[src/rtl/cpu_pipe_pkg.sv]
// Shared definitions for the CPU inter-stage pipeline registers.
// Holds width defaults, MEM/WB control bit positions and the stage occupancy encoding.
package cpu_pipe_pkg;

  localparam int CTRL_W_DEF = 2;
  localparam int ADDR_W_DEF = 5;

  // MEM/WB control bit positions within ctrl
  localparam int CTRL_WB    = 0;
  localparam int CTRL_WBSRC = 1;

  // Occupancy encoding {skid.valid, main.valid}
  localparam logic [1:0] ST_EMPTY = 2'b00;
  localparam logic [1:0] ST_ONE   = 2'b01;
  localparam logic [1:0] ST_FULL  = 2'b11;

  localparam logic [15:0] STALL_MAX = 16'hFFFF;

endpackage

[src/rtl/pipe_entry.sv]
// One pipeline slot: a valid bit plus its payload register.
// Clear wins over load; the payload only changes on an effective load.
module pipe_entry #(
  parameter int PAY_W = 8
) (
  input  logic             clk_i,
  input  logic             rst_i,
  input  logic             load_i,
  input  logic             clr_i,
  input  logic [PAY_W-1:0] pay_i,
  output logic             vld_o,
  output logic [PAY_W-1:0] pay_o
);

  always_ff @(posedge clk_i or negedge rst_i) begin
    if (!rst_i) begin
      vld_o <= 1'b0;
      pay_o <= '0;
    end else begin
      if (clr_i) begin
        vld_o <= 1'b0;
      end else if (load_i) begin
        vld_o <= 1'b1;
        pay_o <= pay_i;
      end
    end
  end

endmodule

[src/rtl/pipe_stage_reg.sv]
// Generic inter-stage pipeline register with valid/ready handshake, flush and optional skid slot.
// All outputs are driven from flops; ctrl_o is gated so a bubble never carries live control.
module pipe_stage_reg
  import cpu_pipe_pkg::*;
#(
  parameter int DATA_W   = 32,
  parameter int NUM_DATA = 2,
  parameter int CTRL_W   = CTRL_W_DEF,
  parameter int ADDR_W   = ADDR_W_DEF,
  parameter int SKID     = 1
) (
  input  logic                       clk_i,
  input  logic                       rst_i,
  input  logic                       flush_i,
  input  logic                       valid_i,
  output logic                       ready_o,
  input  logic [CTRL_W-1:0]          ctrl_i,
  input  logic [NUM_DATA*DATA_W-1:0] data_i,
  input  logic [ADDR_W-1:0]          rd_addr_i,
  output logic                       valid_o,
  input  logic                       ready_i,
  output logic [CTRL_W-1:0]          ctrl_o,
  output logic [NUM_DATA*DATA_W-1:0] data_o,
  output logic [ADDR_W-1:0]          rd_addr_o,
  output logic [15:0]                stall_cnt_o
);

  localparam int PAY_W = CTRL_W + ADDR_W + NUM_DATA*DATA_W;

  function automatic logic [15:0] sat_inc(input logic [15:0] v);
    return (v == STALL_MAX) ? v : v + 16'd1;
  endfunction

  logic             accept;
  logic             emit;
  logic             m_vld;
  logic [PAY_W-1:0] m_pay;
  logic [PAY_W-1:0] in_pay;
  logic [CTRL_W-1:0] m_ctrl;

  assign in_pay = {ctrl_i, rd_addr_i, data_i};
  assign accept = valid_i & ready_o;
  assign emit   = m_vld & ready_i;

  generate
    if (SKID != 0) begin : g_skid
      logic             s_vld;
      logic [PAY_W-1:0] s_pay;
      logic             m_load, m_clr, s_load, s_clr;
      logic [PAY_W-1:0] m_src;

      always_comb begin
        m_load = 1'b0;
        m_clr  = 1'b0;
        s_load = 1'b0;
        s_clr  = 1'b0;
        m_src  = in_pay;
        case ({s_vld, m_vld})
          ST_EMPTY: m_load = accept;
          ST_ONE: begin
            if (accept) begin
              if (emit) m_load = 1'b1;
              else      s_load = 1'b1;
            end else if (emit) begin
              m_clr = 1'b1;
            end
          end
          ST_FULL: begin
            if (emit) begin
              m_load = 1'b1;
              m_src  = s_pay;
              s_clr  = 1'b1;
            end
          end
          // skid-only occupancy cannot arise; drop it to recover
          default: s_clr = 1'b1;
        endcase
        if (flush_i) begin
          m_clr = 1'b1;
          s_clr = 1'b1;
        end
      end

      pipe_entry #(.PAY_W(PAY_W)) u_main (
        .clk_i (clk_i), .rst_i (rst_i), .load_i (m_load), .clr_i (m_clr),
        .pay_i (m_src), .vld_o (m_vld), .pay_o (m_pay)
      );

      pipe_entry #(.PAY_W(PAY_W)) u_skid (
        .clk_i (clk_i), .rst_i (rst_i), .load_i (s_load), .clr_i (s_clr),
        .pay_i (in_pay), .vld_o (s_vld), .pay_o (s_pay)
      );

      assign ready_o = ~s_vld;
    end else begin : g_single
      logic m_load, m_clr;

      assign m_load = accept;
      assign m_clr  = flush_i | (emit & ~accept);

      pipe_entry #(.PAY_W(PAY_W)) u_main (
        .clk_i (clk_i), .rst_i (rst_i), .load_i (m_load), .clr_i (m_clr),
        .pay_i (in_pay), .vld_o (m_vld), .pay_o (m_pay)
      );

      assign ready_o = ready_i | ~m_vld;
    end
  endgenerate

  // Output stage: straight from the main slot
  assign {m_ctrl, rd_addr_o, data_o} = m_pay;
  assign ctrl_o  = m_ctrl & {CTRL_W{m_vld}};
  assign valid_o = m_vld;

  always_ff @(posedge clk_i or negedge rst_i) begin
    if (!rst_i) begin
      stall_cnt_o <= '0;
    end else if (m_vld && !ready_i) begin
      stall_cnt_o <= sat_inc(stall_cnt_o);
    end
  end

endmodule

[config.mk]
export PLATFORM = sky130hd
export DESIGN_NAME = pipe_stage_reg
export DESIGN_NICKNAME = d
export VERILOG_FILES = /design/src/rtl/cpu_pipe_pkg.sv /design/src/rtl/pipe_entry.sv /design/src/rtl/pipe_stage_reg.sv
export SDC_FILE = /design/constraint.sdc
export NUM_CORES = 1
export LEC_CHECK = 0
export CAP_MARGIN = 20
export CELL_PAD_IN_SITES_DETAIL_PLACEMENT = 1
export CELL_PAD_IN_SITES_GLOBAL_PLACEMENT = 2
export CORE_MARGIN = 2
export CORE_UTILIZATION = 37
export DETAILED_ROUTE_END_ITERATION = 16
export PLACE_DENSITY_LB_ADDON = 0.25
export SYNTH_ARGS = -nofsm -noshare
export SYNTH_HDL_FRONTEND = slang
export SYNTH_HIERARCHICAL = 1
export SYNTH_SLANG_ARGS = --single-unit
[constraint.sdc]
create_clock -name clk_i -period 1.86 [get_ports clk_i]
set_input_delay 0.372 -clock clk_i [delete_from_list [all_inputs] [get_ports clk_i]]
set_output_delay 0.372 -clock clk_i [all_outputs]
set_load 0.01 [all_outputs]
# Yosys cells after proc, flatten, opt, wreduce, memory -nomap -nowiden
# Cells that the tools add are included.
[totals]
input_bits = 76
ramBits = 0
romBits = 0
output_inout_bits = 89
reg_bits = 160
wordCells = 42
latchBits = 0
n_memories = 0
[classes]
n_addsub = 1
n_mul = 0
muxes = 17
order_cmp = 0
eq_ne = 3
n_div = 0
n_reduce_logical = 9
n_shift = 0
bitwise_logic = 7
[ops]
columns = ["cell", "count"]
rows = [
  ["71-bit two-way mux", 2],
  ["16-bit by 1-bit adder with 16-bit output, second input constant", 1],
  ["16-bit equality test, second input constant", 1],
  ["1-bit two-way mux", 13],
  ["2-bit AND reduction", 3],
  ["1-bit inverter", 4],
  ["2-bit nonzero test", 2],
  ["1-bit case mux with 3 select lines", 1],
  ["1-bit AND", 2],
  ["2-bit AND", 1],
  ["2-bit by 1-bit equality test with 1-bit output, second input constant", 1],
  ["2-bit equality test, second input constant", 1],
  ["2-bit logical NOT", 1],
  ["1-bit case mux with 2 select lines", 1],
  ["2-bit OR reduction", 1],
  ["1-bit logical AND", 1],
  ["1-bit logical NOT", 1],
]

# Depth between registers and ports, before layout
[logic_depth]
depth_word = 7
ltp_mapped = 7

# Modules after synthesis
# The synthesis kept the hierarchy.
[modules_own_cells]
columns = ["mod", "n_inst", "cells_per_inst", "area_per_inst_um2", "seq_area_each_um2"]
rows = [
  ["pipe_entry", 2, 154, 3045.4, 1801.7],
  ["pipe_stage_reg", 1, 163, 1754.2, 400.4],
]

# Least setup slack after synthesis
# Ideal clock, no wire load.
[synth_path]
kind = "register to register"
startpoint = "reg g_skid.u_main.vld_o"
endpoint = "reg g_skid.u_main.pay_o[0]"
setup_slack_ns = 0.111
path_stages_with_launch = 7
required_ns = 1.735
t_arrival_ns = 1.624
period_less_slack_ns = 1.749
cell_sequence = "dfrtp_1 nor2b_1 nor3_1 nor2b_4 buf_12 buf_12 mux2_4"
[synth_via]
word_cells_on_any_way = 14
classes_between = "2 x eq/ne; 8 x mux; 2 x bitwise; 2 x reduce/logical"
[synth_rtl]
columns = ["element", "line", "rtl"]
rows = [
  ["start, declared", "pipe_entry.sv:11", "output logic vld_o,"],
  ["start signal, assigned", "pipe_entry.sv:17", "vld_o <= 1'b0;"],
  ["start signal, assigned", "pipe_entry.sv:21", "vld_o <= 1'b0;"],
  ["start signal, assigned", "pipe_entry.sv:23", "vld_o <= 1'b1;"],
  ["1-bit AND", "pipe_stage_reg.sv:43", "assign emit = m_vld & ready_i;"],
  ["1-bit two-way mux", "pipe_stage_reg.sv:62, pipe_stage_reg.sv:69", ""],
  ["1-bit two-way mux", "pipe_stage_reg.sv:61", "if (accept) begin"],
  ["1-bit case mux with 3 select lines *", "pipe_stage_reg.sv:58", "case ({s_vld, m_vld})"],
  ["via g_skid.m_load", "pipe_stage_reg.sv:49", "logic m_load, m_clr, s_load, s_clr;"],
  ["2-bit AND reduction (no line) *", "--", ""],
  ["end signal, assigned", "pipe_entry.sv:24", "pay_o <= pay_i;"],
  ["end, declared", "pipe_entry.sv:12", "output logic [PAY_W-1:0] pay_o"],
]
# The timed path passes the listed nets; every way through them passes the cells marked *.
# A chain may end at the register's enable or synchronous reset.

# Final worst setup path
[layout_path]
startpoint = "in ready_i"
endpoint = "reg g_skid.u_skid.pay_o[12]"
[layout_via]
elab_chain_cells = 6
word_cells_on_any_way = 9
classes_between = "6 x mux; 2 x bitwise; 1 x reduce/logical"
[layout_lines]
columns = ["element", "line", "rtl"]
rows = [
  ["start, declared", "pipe_stage_reg.sv:21", "input logic ready_i,"],
  ["1-bit AND", "pipe_stage_reg.sv:43", ""],
  ["1-bit two-way mux", "pipe_stage_reg.sv:69", "if (emit) begin"],
  ["1-bit case mux with 2 select lines", "pipe_stage_reg.sv:58", ""],
  ["1-bit two-way mux", "pipe_stage_reg.sv:78", "if (flush_i) begin"],
  ["via g_skid.s_clr", "pipe_stage_reg.sv:49", ""],
  ["1-bit inverter (no line)", "--", ""],
  ["2-bit AND reduction (no line)", "--", ""],
  ["end signal, assigned", "pipe_entry.sv:24", ""],
  ["end, declared", "pipe_entry.sv:12", ""],
]
# The timed path passes the listed nets, and every way through them passes these cells.

==> results <==
==> kinds of logic after synthesis <==
| logic type | Yosys count | share of synthesized area |
|---|---|---|
| mux | 216 | 0.3774 |
| simple gates | 46 | 0.04290 |
| xor+xnor | 8 | 0.008932 |
| buf+inv | 26 | 0.04673 |
| flops | 160 | 0.5104 |
| fa+ha+maj | 1 | 0.001595 |
| compound gates | 14 | 0.01212 |
==> layout make-up <==
| class | count | area, um^2 | share of cell area |
|---|---|---|---|
| multi-input cells | 285 | 3500 | 0.3268 |
| repair buffers | 207 | 2266 | 0.2116 |
| well taps | 275 | 344.1 | 0.03213 |
| clock inverters | 14 | 142.6 | 0.01332 |
| flip-flops and latches | 160 | 4019 | 0.3753 |
| inverters | 3 | 11.26 | 0.001052 |
| clock buffers | 17 | 425.4 | 0.03973 |
==> through the flow <==
step,setup WS (ps),util,instance area (um^2)
final,36.16,0.5126,10710
after global placement,-337.1,0.4798,10020
after floorplan,110.7,-,7845
after detailed placement,-397.6,0.4798,10020
after global routing,-7.553,0.5126,10710
after CTS,12.34,0.5079,10610
==> per-layer routing <==
layer  vias up  share of wire  GRT usage
met5         -              0          0
met4         0          0.010    0.04048
met3        14          0.049    0.05366
met2        99           0.50     0.2883
met1      2414           0.44     0.2263
li1       2112              -          -
==> registers in the layout, indices dropped and copies added, names as in the netlist <==
signal	count
g_skid.u_main/vld_o	1
g_skid.u_skid/pay_o	71
g_skid.u_skid/vld_o	1
stall_cnt_o	16
g_skid.u_main/pay_o	71
==> cell usage after synthesis, types with 3 or more instances <==
cell type	count	area, um^2
xor2_1	3	26.28
mux2_2	67	754.5
nor3_1	3	15.01
buf_2	7	35.03
nor2_1	12	45.04
a31oi_1	4	25.02
inv_1	3	11.26
xnor2_1	5	43.79
a21oi_1	3	15.01
mux2_1	7	78.83
dfrtp_1	160	4004
nand4_1	3	18.77
nand3_1	6	30.03
mux2_4	141	2117
buf_12	16	320.3
==> power by group through the flow <==
stage,Clock [mW],Sequential [mW],Combinational [mW]
2_1_floorplan,0,5.13,1.67
3_3_place_gp,0,5.04,3.18
3_5_place_dp,0,5.09,3.28
4_1_cts,3.55,5.07,3.31
5_1_grt,3.73,5.19,3.49
6_report,3.44,5.05,3.27
==> cell usage in the layout (no fill, tap or decap), types with 3 or more instances in the layout <==
cell type,instances
xnor2_1,5
dfrtp_1,148
buf_4,19
mux2_2,67
clkbuf_16,18
clkinv_4,4
a31oi_1,4
nand3_1,5
buf_12,19
nor2_1,12
clkdlybuf4s50_1,157
nand4_1,3
dlygate4sd2_1,3
xor2_1,3
clkinv_2,6
dfrtp_2,12
nor2b_4,3
mux2_4,141
mux2_1,7
a21oi_1,3
==> critical path, stage by stage <==
cell and delay [ps]:
clkdlybuf4s50_1 480, nand2b_1 210, a21o_1 220, nor2b_4 130
buf_12 180, buf_16 180, mux2_4 320
==> timing repair <==
action / 4_1_cts / 5_1_grt
hold buffers: 1 / 0
hold endpoints to repair: 36 / 0
cloned: 0 / 1
resized for setup: 13 / 14
pin swaps: 0 / 0
endpoints found under the setup margin: 60 / 57
setup buffers: 0 / 5
==> path summary, 6_finish.rpt <==
check	startpoint	to	slack [ps]	cells past startpoint
worst max-delay path	ready_i	g_skid.u_skid/pay_o[12]	40	7
worst min register to register	g_skid.u_skid/pay_o[26]	g_skid.u_skid/pay_o[26]	510	1
worst min-delay path	rst_i	g_skid.u_main/pay_o[15]	440	2
max in group asynchronous	rst_i	stall_cnt_o[10]	810	3
worst max register to register	g_skid.u_main/vld_o	g_skid.u_skid/pay_o[12]	80	7
min in group clk_i	g_skid.u_skid/pay_o[26]	g_skid.u_skid/pay_o[26]	510	1
==> flow_metrics.tcl <==
set metrics [dict create \
    status "complete, no violations" \
    first_global_vias 5397 \
    initial_utilization 0.3756 \
    synth_edf_count 0 \
    setup_viol 0 \
    async_flop_share 1.000 \
    wl_per_cell_um 19.29 \
    yosysWarnings 6 \
    tightest_slew_ps 423.2 \
    clk_latency_ps 420 \
    synth_fp_nets 548 \
    root_buffer "clkbuf_16" \
    die_w_um 149.6 \
    drv_slew 0 \
    ys_types 39 \
    vias_per_cell 4.827 \
    drt-total-wl_um 18530 \
    cap_violations 0 \
    period_needed_ps 1824 \
    n_fill_cell 1997 \
    port_buffers 164 \
    grt-ovfl-total 0 \
    cellPowerDensity_nw_per_um2 1097 \
    htreeDepth 4 \
    clockBufferDepth 2 \
    gp_congestion 0.7052 \
    drtPass1Iterations 4 \
    p_total_mw 11.75 \
    fin_crit_sh 0.9806 \
    dpl.hpwl_um 12800 \
    p_clk_frac 0.292 \
    p_seq_frac 0.430 \
    cts_buffers 17 \
    grt_setup_unrepaired "true" \
    ant_nets 0 \
    avgSynthCellArea_um2 16.66 \
    ys_seq_area_frac 0.5104 \
    io_pins 165 \
    ys_seq_elements 160 \
    cp.arrival_ps 2130 \
    synth_cells 471 \
    power_switching_mw 3.098 \
    dieArea_um2 22380 \
    num_rows 53 \
    grtUsageTotal 0.1750 \
    grt_first_pass_wirelength_um 30360 \
    fin_skew_ps 9.455 \
    p_sw_frac 0.2637 \
    drt_iter0_markers 77 \
    num_antenna_cells 0 \
    ys.flop_type "dfrtp_1" \
    drc 0 \
    maxSlewHeadroom 0.7179 \
    drive_gt1_frac 0.4519 \
    die_h_um 149.6 \
    required_ps 2160 \
    final_cells 961 \
    layout.nets 751 \
    grt_start_max_net_pins 42 \
    clock_sinks 160 \
    peakVddDrop_mv 0.5331 \
    critPathCaptureType "flop" \
    path_class "in2reg" \
    cp_max_fo 14 \
    setup_tns_ps 0 \
    fmax_mhz 548.3 \
    coreArea_um2 20890 \
    hold_path.class "in2async" \
    internal_power_mw 8.652 \
    holdWs_ps 435.5 \
    clkTransAtPathRegs_ps 60 \
    dp_cells 923 \
    hold_violations 0 \
    syn-cell-area_um2 7845 \
    power_leakage_nw 4.708 \
    cts_tree "built" \
    critPathLaunchType "input port" \
    antenna_found_initial 0 \
    p_comb_frac 0.278 \
    area_delta_synth_final_pct 36.49 \
    num_vias 4639 \
]
(Power assumes the default switching activity.)
==> patch 1 (config.mk and constraints unchanged) <==
Change the package constant `ADDR_W_DEF` from 5 to 4.
--- a/src/rtl/cpu_pipe_pkg.sv
+++ b/src/rtl/cpu_pipe_pkg.sv
@@ -3,7 +3,7 @@
 package cpu_pipe_pkg;
 
   localparam int CTRL_W_DEF = 2;
-  localparam int ADDR_W_DEF = 5;
+  localparam int ADDR_W_DEF = 4;
 
   // MEM/WB control bit positions within ctrl
   localparam int CTRL_WB    = 0;
Interface: changed (resized rd_addr_i and rd_addr_o); port bits go from 165 to 163. No check against the original RTL was run, so the function may have changed too.
==> patch 1 against the unedited design <==
The run now ends with setup timing left. Worst setup slack worse by 45 ps. Non-clock buffer count up 2. Count of clock-buffer cells in the layout up 1. Utilization up 0.69 points. Final area down 1.5%. Wire length down 2.7%. Synthesized area down 2.1%. Clock power down 1%. Sequential share of layout area about the same. Worst hold slack better by 52 ps. Highest routed layer unchanged. Largest cell class unchanged. Power down 1.1%. Sequential cell count down 2.
==> patch 1: results (changes against the unedited design) <==
\begin{tabular}{lr}
\hline
Metric & Value \\
\hline
\multicolumn{2}{l}{\textbf{Global route}} \\
Global Route Usage Sum & 16.6\% (was 17.5\%) \\
First-pass GRT wire length & 28500 µm (was 30400 µm) \\
\multicolumn{2}{l}{\textbf{Floorplanning}} \\
Row count & 52 (was 53) \\
\multicolumn{2}{l}{\textbf{Critical path}} \\
Largest driver fanout on the critical path & 34 (was 14) \\
Endpoint arrival time on the critical path & 2160 ps (was 2130 ps) \\
Peak per-stage delay on the critical path & 450 ps (was 480 ps) \\
\multicolumn{2}{l}{\textbf{STA}} \\
Crit path setup slack, layout & -8.74 ps (was 36.2 ps) \\
Setup TNS & -20.2 ps (was 0 ps) \\
Final setup viols & 6 (was 0) \\
Setup skew after layout & 10.7 ps (was 9.46 ps) \\
Minimum hold slack & 488 ps (was 435 ps) \\
\multicolumn{2}{l}{\textbf{Cells and area}} \\
Number of non-clock buffers in the layout & 209 (was 207) \\
Proportion of layout cells with a drive suffix above 1 & 45.2\% (about the same) \\
Number of sequential cells in the layout & 158 (was 160) \\
Clock network area share & 5.42\% (was 5.30\%) \\
Clock buffer count & 18 (was 17) \\
Multi-input gate share of total cell area & 32.1\% (was 32.7\%) \\
\multicolumn{2}{l}{\textbf{Placement}} \\
Dpl cell area & 9800 µm² (was 10000 µm²) \\
\multicolumn{2}{l}{\textbf{Detailed routing}} \\
Routed wire length per instance & 19.0 µm (was 19.3 µm) \\
\multicolumn{2}{l}{\textbf{Power and ir drop}} \\
Total power & 11.6 mW (was 11.8 mW) \\
Clock network power & 3.39 mW (was 3.44 mW) \\
Leakage power & 4.66 nW (was 4.71 nW) \\
\multicolumn{2}{l}{\textbf{Status}} \\
Status & finished, violations left (was complete, no violations) \\
Failing checks & setup timing \\
\multicolumn{2}{l}{\textbf{Synthesis}} \\
Post-Syn Nets & 535 (was 548) \\
Most area-consuming cells after synthesis & sky130\_fd\_sc\_hd\_\_dfrtp\_1 (51\%), sky130\_fd\_sc\_hd\_\_mux2\_4 (27\%), sky130\_fd\_sc\_hd\_\_mux2\_2 (10\%), sky130\_fd\_sc\_hd\_\_buf\_12 (4.2\%), sky130\_fd\_sc\_hd\_\_xnor2\_1 (0.68\%) (was sky130\_fd\_sc\_hd\_\_dfrtp\_1 (51\%), sky130\_fd\_sc\_hd\_\_mux2\_4 (27\%), sky130\_fd\_sc\_hd\_\_mux2\_2 (9.6\%), sky130\_fd\_sc\_hd\_\_buf\_12 (4.1\%), sky130\_fd\_sc\_hd\_\_mux2\_1 (1.0\%)) \\
\hline
\end{tabular}
-- patch 1: cell types whose count changed in the layout (fill, tap and decap cells not counted), sizes merged, moves of 2 or more --
cell / before / now
a31oi: 4 / 2
a41oi: 2 / 0
buf: 42 / 44
clkbuf: 18 / 21
clkdlybuf4s15: 2 / 0
clkinv: 10 / 5
clkinvlp: 0 / 3
dfrtp: 160 / 158
mux2: 215 / 211
nand4b: 2 / 0
nor2b: 4 / 2
nor3: 3 / 0
nor4: 3 / 0
xor2: 3 / 5
-- patch 1: path summary, 6_finish.rpt --
kind,from,to,depth (start not counted)
worst max-delay path,ready_i,g_skid.u_skid/pay_o[42],6
worst max register to register,g_skid.u_main/vld_o,g_skid.u_skid/pay_o[42],5
max in group asynchronous,rst_i,g_skid.u_skid/pay_o[10],3
min in group clk_i,stall_cnt_o[15],stall_cnt_o[15],1
worst min register to register,stall_cnt_o[15],stall_cnt_o[15],1
worst min-delay path,rst_i,g_skid.u_skid/pay_o[45],2
-- patch 1: cell families after synthesis --
| family | count (synthesis) | synth area share, % |
|---|---|---|
| buffers and inverters | 24 | 4.67 |
| multiplexers | 212 | 37.9 |
| XOR/XNOR | 11 | 1.25 |
| flip-flops | 158 | 51.5 |
| adder cells (fa/ha/maj) | 1 | 0.163 |
| AO/OA/AOI/OAI | 10 | 0.831 |
| AND/OR/NAND/NOR | 43 | 3.70 |
-- patch 1: repair_timing --
item | in CTS | in global routing
hold endpoints to repair | 46 | 0
resized for setup | 6 | 8
hold buffers | 1 | 0
gates cloned | 0 | 4
pin swaps | 0 | 1
setup buffers | 0 | 10
endpoints found under the setup margin | 6 | 100
-- patch 1: metal layers --
metal	global-route usage (%)	up-vias	routed length [µm]
met4	4.86	0	221
met1	21.9	2308	8260
met2	26.4	101	8560
li1	-	2057	-
met5	0	-	0
met3	5.00	16	985
==> patch 2 (same flow settings) <==
Made on the original files. Register the output `stall_cnt_o` once more, cleared by the reset; this adds one clock of latency there. The other outputs are not delayed to match.
--- a/src/rtl/pipe_stage_reg.sv
+++ b/src/rtl/pipe_stage_reg.sv
@@ -26,6 +26,8 @@
 );
 
   localparam int PAY_W = CTRL_W + ADDR_W + NUM_DATA*DATA_W;
+
+  logic [15:0] stall_cnt_s0;
 
   function automatic logic [15:0] sat_inc(input logic [15:0] v);
     return (v == STALL_MAX) ? v : v + 16'd1;
@@ -114,9 +116,17 @@
 
   always_ff @(posedge clk_i or negedge rst_i) begin
     if (!rst_i) begin
+      stall_cnt_s0 <= '0;
+    end else if (m_vld && !ready_i) begin
+      stall_cnt_s0 <= sat_inc(stall_cnt_s0);
+    end
+  end
+
+  always_ff @(posedge clk_i or negedge rst_i) begin
+    if (!rst_i) begin
       stall_cnt_o <= '0;
-    end else if (m_vld && !ready_i) begin
-      stall_cnt_o <= sat_inc(stall_cnt_o);
+    end else begin
+      stall_cnt_o <= stall_cnt_s0;
     end
   end
 
Check against the original RTL: not equivalent (a bounded check fails within 4 cycles, from zero or initial values and one cycle with rst_i low).
==> patch 2 against the unedited design <==
The flow now finishes with violations (setup timing). Global-route usage fell by 0.27 points. Final cell count up 3.1%. Non-clock buffer count increased by 10. Wire length grew 12%. Synthesized area increased by 4.4%. Power up 4.4%. Sequential cell count is 16 higher. Synthesized cell count increased by 3.4%. Final area grew 4.8%. Combinational power up 2%. Utilization up 0.31 points. Worst setup slack worse by 48 ps. First-iteration DRC count rose by 91%. Die area is 4.3% higher. Highest routed layer unchanged.
==> patch 2: results (changes against the unedited design) <==
\begin{tabular}{lr}
\hline
Metric & Value \\
\hline
\multicolumn{2}{l}{\textbf{Placement}} \\
Post-Place Setup Slack & -438 ps (was -398 ps) \\
Post-DP HPWL & 12800 µm (about the same) \\
Final weighted congestion in routability-driven placement & 0.734 (was 0.705) \\
\multicolumn{2}{l}{\textbf{Global route}} \\
Via count of the first global-routing pass & 5462 (was 5397) \\
First-pass GRT wire length & 31700 µm (was 30400 µm) \\
Pin count of the biggest net entering global routing & 41 (was 42) \\
Global Route Usage Sum & 17.2\% (was 17.5\%) \\
\multicolumn{2}{l}{\textbf{STA}} \\
Setup skew after layout & 10.1 ps (was 9.46 ps) \\
Final setup viols & 7 (was 0) \\
Crit path setup slack, layout & -11.7 ps (was 36.2 ps) \\
Relative slew margins & 58.0\% (was 71.8\%) \\
\multicolumn{2}{l}{\textbf{Cells and area}} \\
Fill cells & 2087 (was 1997) \\
Proportion of layout cells with a drive suffix above 1 & 44.7\% (was 45.2\%) \\
\multicolumn{2}{l}{\textbf{Critical path}} \\
Peak per-stage delay on the critical path & 430 ps (was 480 ps) \\
Crit Reg-Reg Endpoint & g\_skid.u\_main/pay\_o[16] (was g\_skid.u\_skid/pay\_o[12]) \\
Type of the worst setup path & reg -> reg (was in -> reg) \\
Worst R2R Path Depth & 8 (was 7) \\
Endpoint arrival time on the critical path & 2190 ps (was 2130 ps) \\
Largest driver fanout on the critical path & 6 (was 14) \\
\multicolumn{2}{l}{\textbf{Detailed routing}} \\
Routed wire length per instance & 21.0 µm (was 19.3 µm) \\
Violation count after the first detailed-routing iteration & 147 (was 77) \\
Vias per inst & 4.83 (about the same) \\
\multicolumn{2}{l}{\textbf{Synthesis}} \\
Post-Syn Nets & 564 (was 548) \\
Sequential cell area fraction in the yosys report & 53.8\% (was 51.0\%) \\
Synth top cells by count & sky130\_fd\_sc\_hd\_\_dfrtp\_1 (176), sky130\_fd\_sc\_hd\_\_mux2\_4 (141), sky130\_fd\_sc\_hd\_\_mux2\_2 (74) (was sky130\_fd\_sc\_hd\_\_dfrtp\_1 (160), sky130\_fd\_sc\_hd\_\_mux2\_4 (141), sky130\_fd\_sc\_hd\_\_mux2\_2 (67)) \\
Cell variety after synth & 30 (was 39) \\
\multicolumn{2}{l}{\textbf{CTS}} \\
Insertion delay to the later sink of the worst-skew pair & 440 ps (was 420 ps) \\
\multicolumn{2}{l}{\textbf{Status}} \\
Failing checks & setup timing \\
Status & finished, violations left (was complete, no violations) \\
\hline
\end{tabular}
patch 2: changes by cell type after synthesis, moves of 5 or more:
cell | before | now
sky130_fd_sc_hd__buf_2 | 7 | 1
sky130_fd_sc_hd__clkbuf_1 | 0 | 8
sky130_fd_sc_hd__dfrtp_1 | 160 | 176
sky130_fd_sc_hd__mux2_1 | 7 | 0
sky130_fd_sc_hd__mux2_2 | 67 | 74
sky130_fd_sc_hd__xnor2_1 | 5 | 0
sky130_fd_sc_hd__xor2_1 | 3 | 14
patch 2: kinds of logic after synthesis:
logic type	synth area share, %
compound gates	0.260
mux	36.0
flops	53.8
buf+inv	4.38
xor+xnor	1.50
simple gates	3.91
fa+ha+maj	0.153
patch 2: cell type report:
| type | count | area (µm²) | share of cell area (%) |
|---|---|---|---|
| Clock buffer | 18 | 439 | 3.91 |
| Clock inverter | 14 | 124 | 1.10 |
| Inverter | 1 | 3.75 | 0.0335 |
| Multi-Input combinational cell | 285 | 3470 | 30.9 |
| Sequential cell | 176 | 4410 | 39.3 |
| Tap cell | 280 | 350 | 3.12 |
| Timing Repair Buffer | 217 | 2430 | 21.7 |
patch 2: where the power goes:
group          leakage (nW)  total (mW)  switching, mW  internal (mW)
clock                 0.273        3.49           1.68           1.80
combinational          2.61        3.33           1.03           2.30
sequential             2.16        5.45          0.636           4.82
patch 2: worst min-delay path by stage:
stage	startpoint	to	slack [ps]	cells past startpoint
floorplan	rst_i	g_skid.u_main/pay_o[0]	80	0
global placement	rst_i	g_skid.u_skid/pay_o[22]	320	1
detailed placement	rst_i	g_skid.u_skid/pay_o[18]	330	1
CTS	rst_i	g_skid.u_skid/pay_o[24]	420	2
global route	rst_i	g_skid.u_skid/pay_o[22]	440	2
finish	rst_i	g_skid.u_skid/pay_o[24]	430	2
patch 2: through the flow:
step	util, %	power, mW	cell area, µm²	instances	TNS, ps
2_1_floorplan	-	7.18	8190	487	0
3_3_place_gp	47.0	8.57	10200	936	-49590
3_5_place_dp	47.0	8.70	10200	936	-58280
4_1_cts	50.0	12.3	10900	976	-2940
5_1_grt	51.6	12.9	11200	991	-3620
6_report	51.6	12.3	11200	991	-46.3
patch 2: repair_timing:
action / CTS / global route
setup endpoints to repair: 17 / 148
pin swaps: 0 / 2
hold endpoints to repair: 32 / 0
setup buffers: 6 / 4
gates cloned: 1 / 12
resized for setup: 6 / 19
hold buffers: 1 / 0
patch 2: routing by layer:
| metal | track usage [%] | up-vias | wire [µm] |
|---|---|---|---|
| met5 | 0 | - | 0 |
| met3 | 3.38 | 18 | 623 |
| li1 | - | 2152 | - |
| met4 | 4.76 | 0 | 215 |
| met1 | 22.0 | 2520 | 9130 |
| met2 | 29.9 | 99 | 10800 |
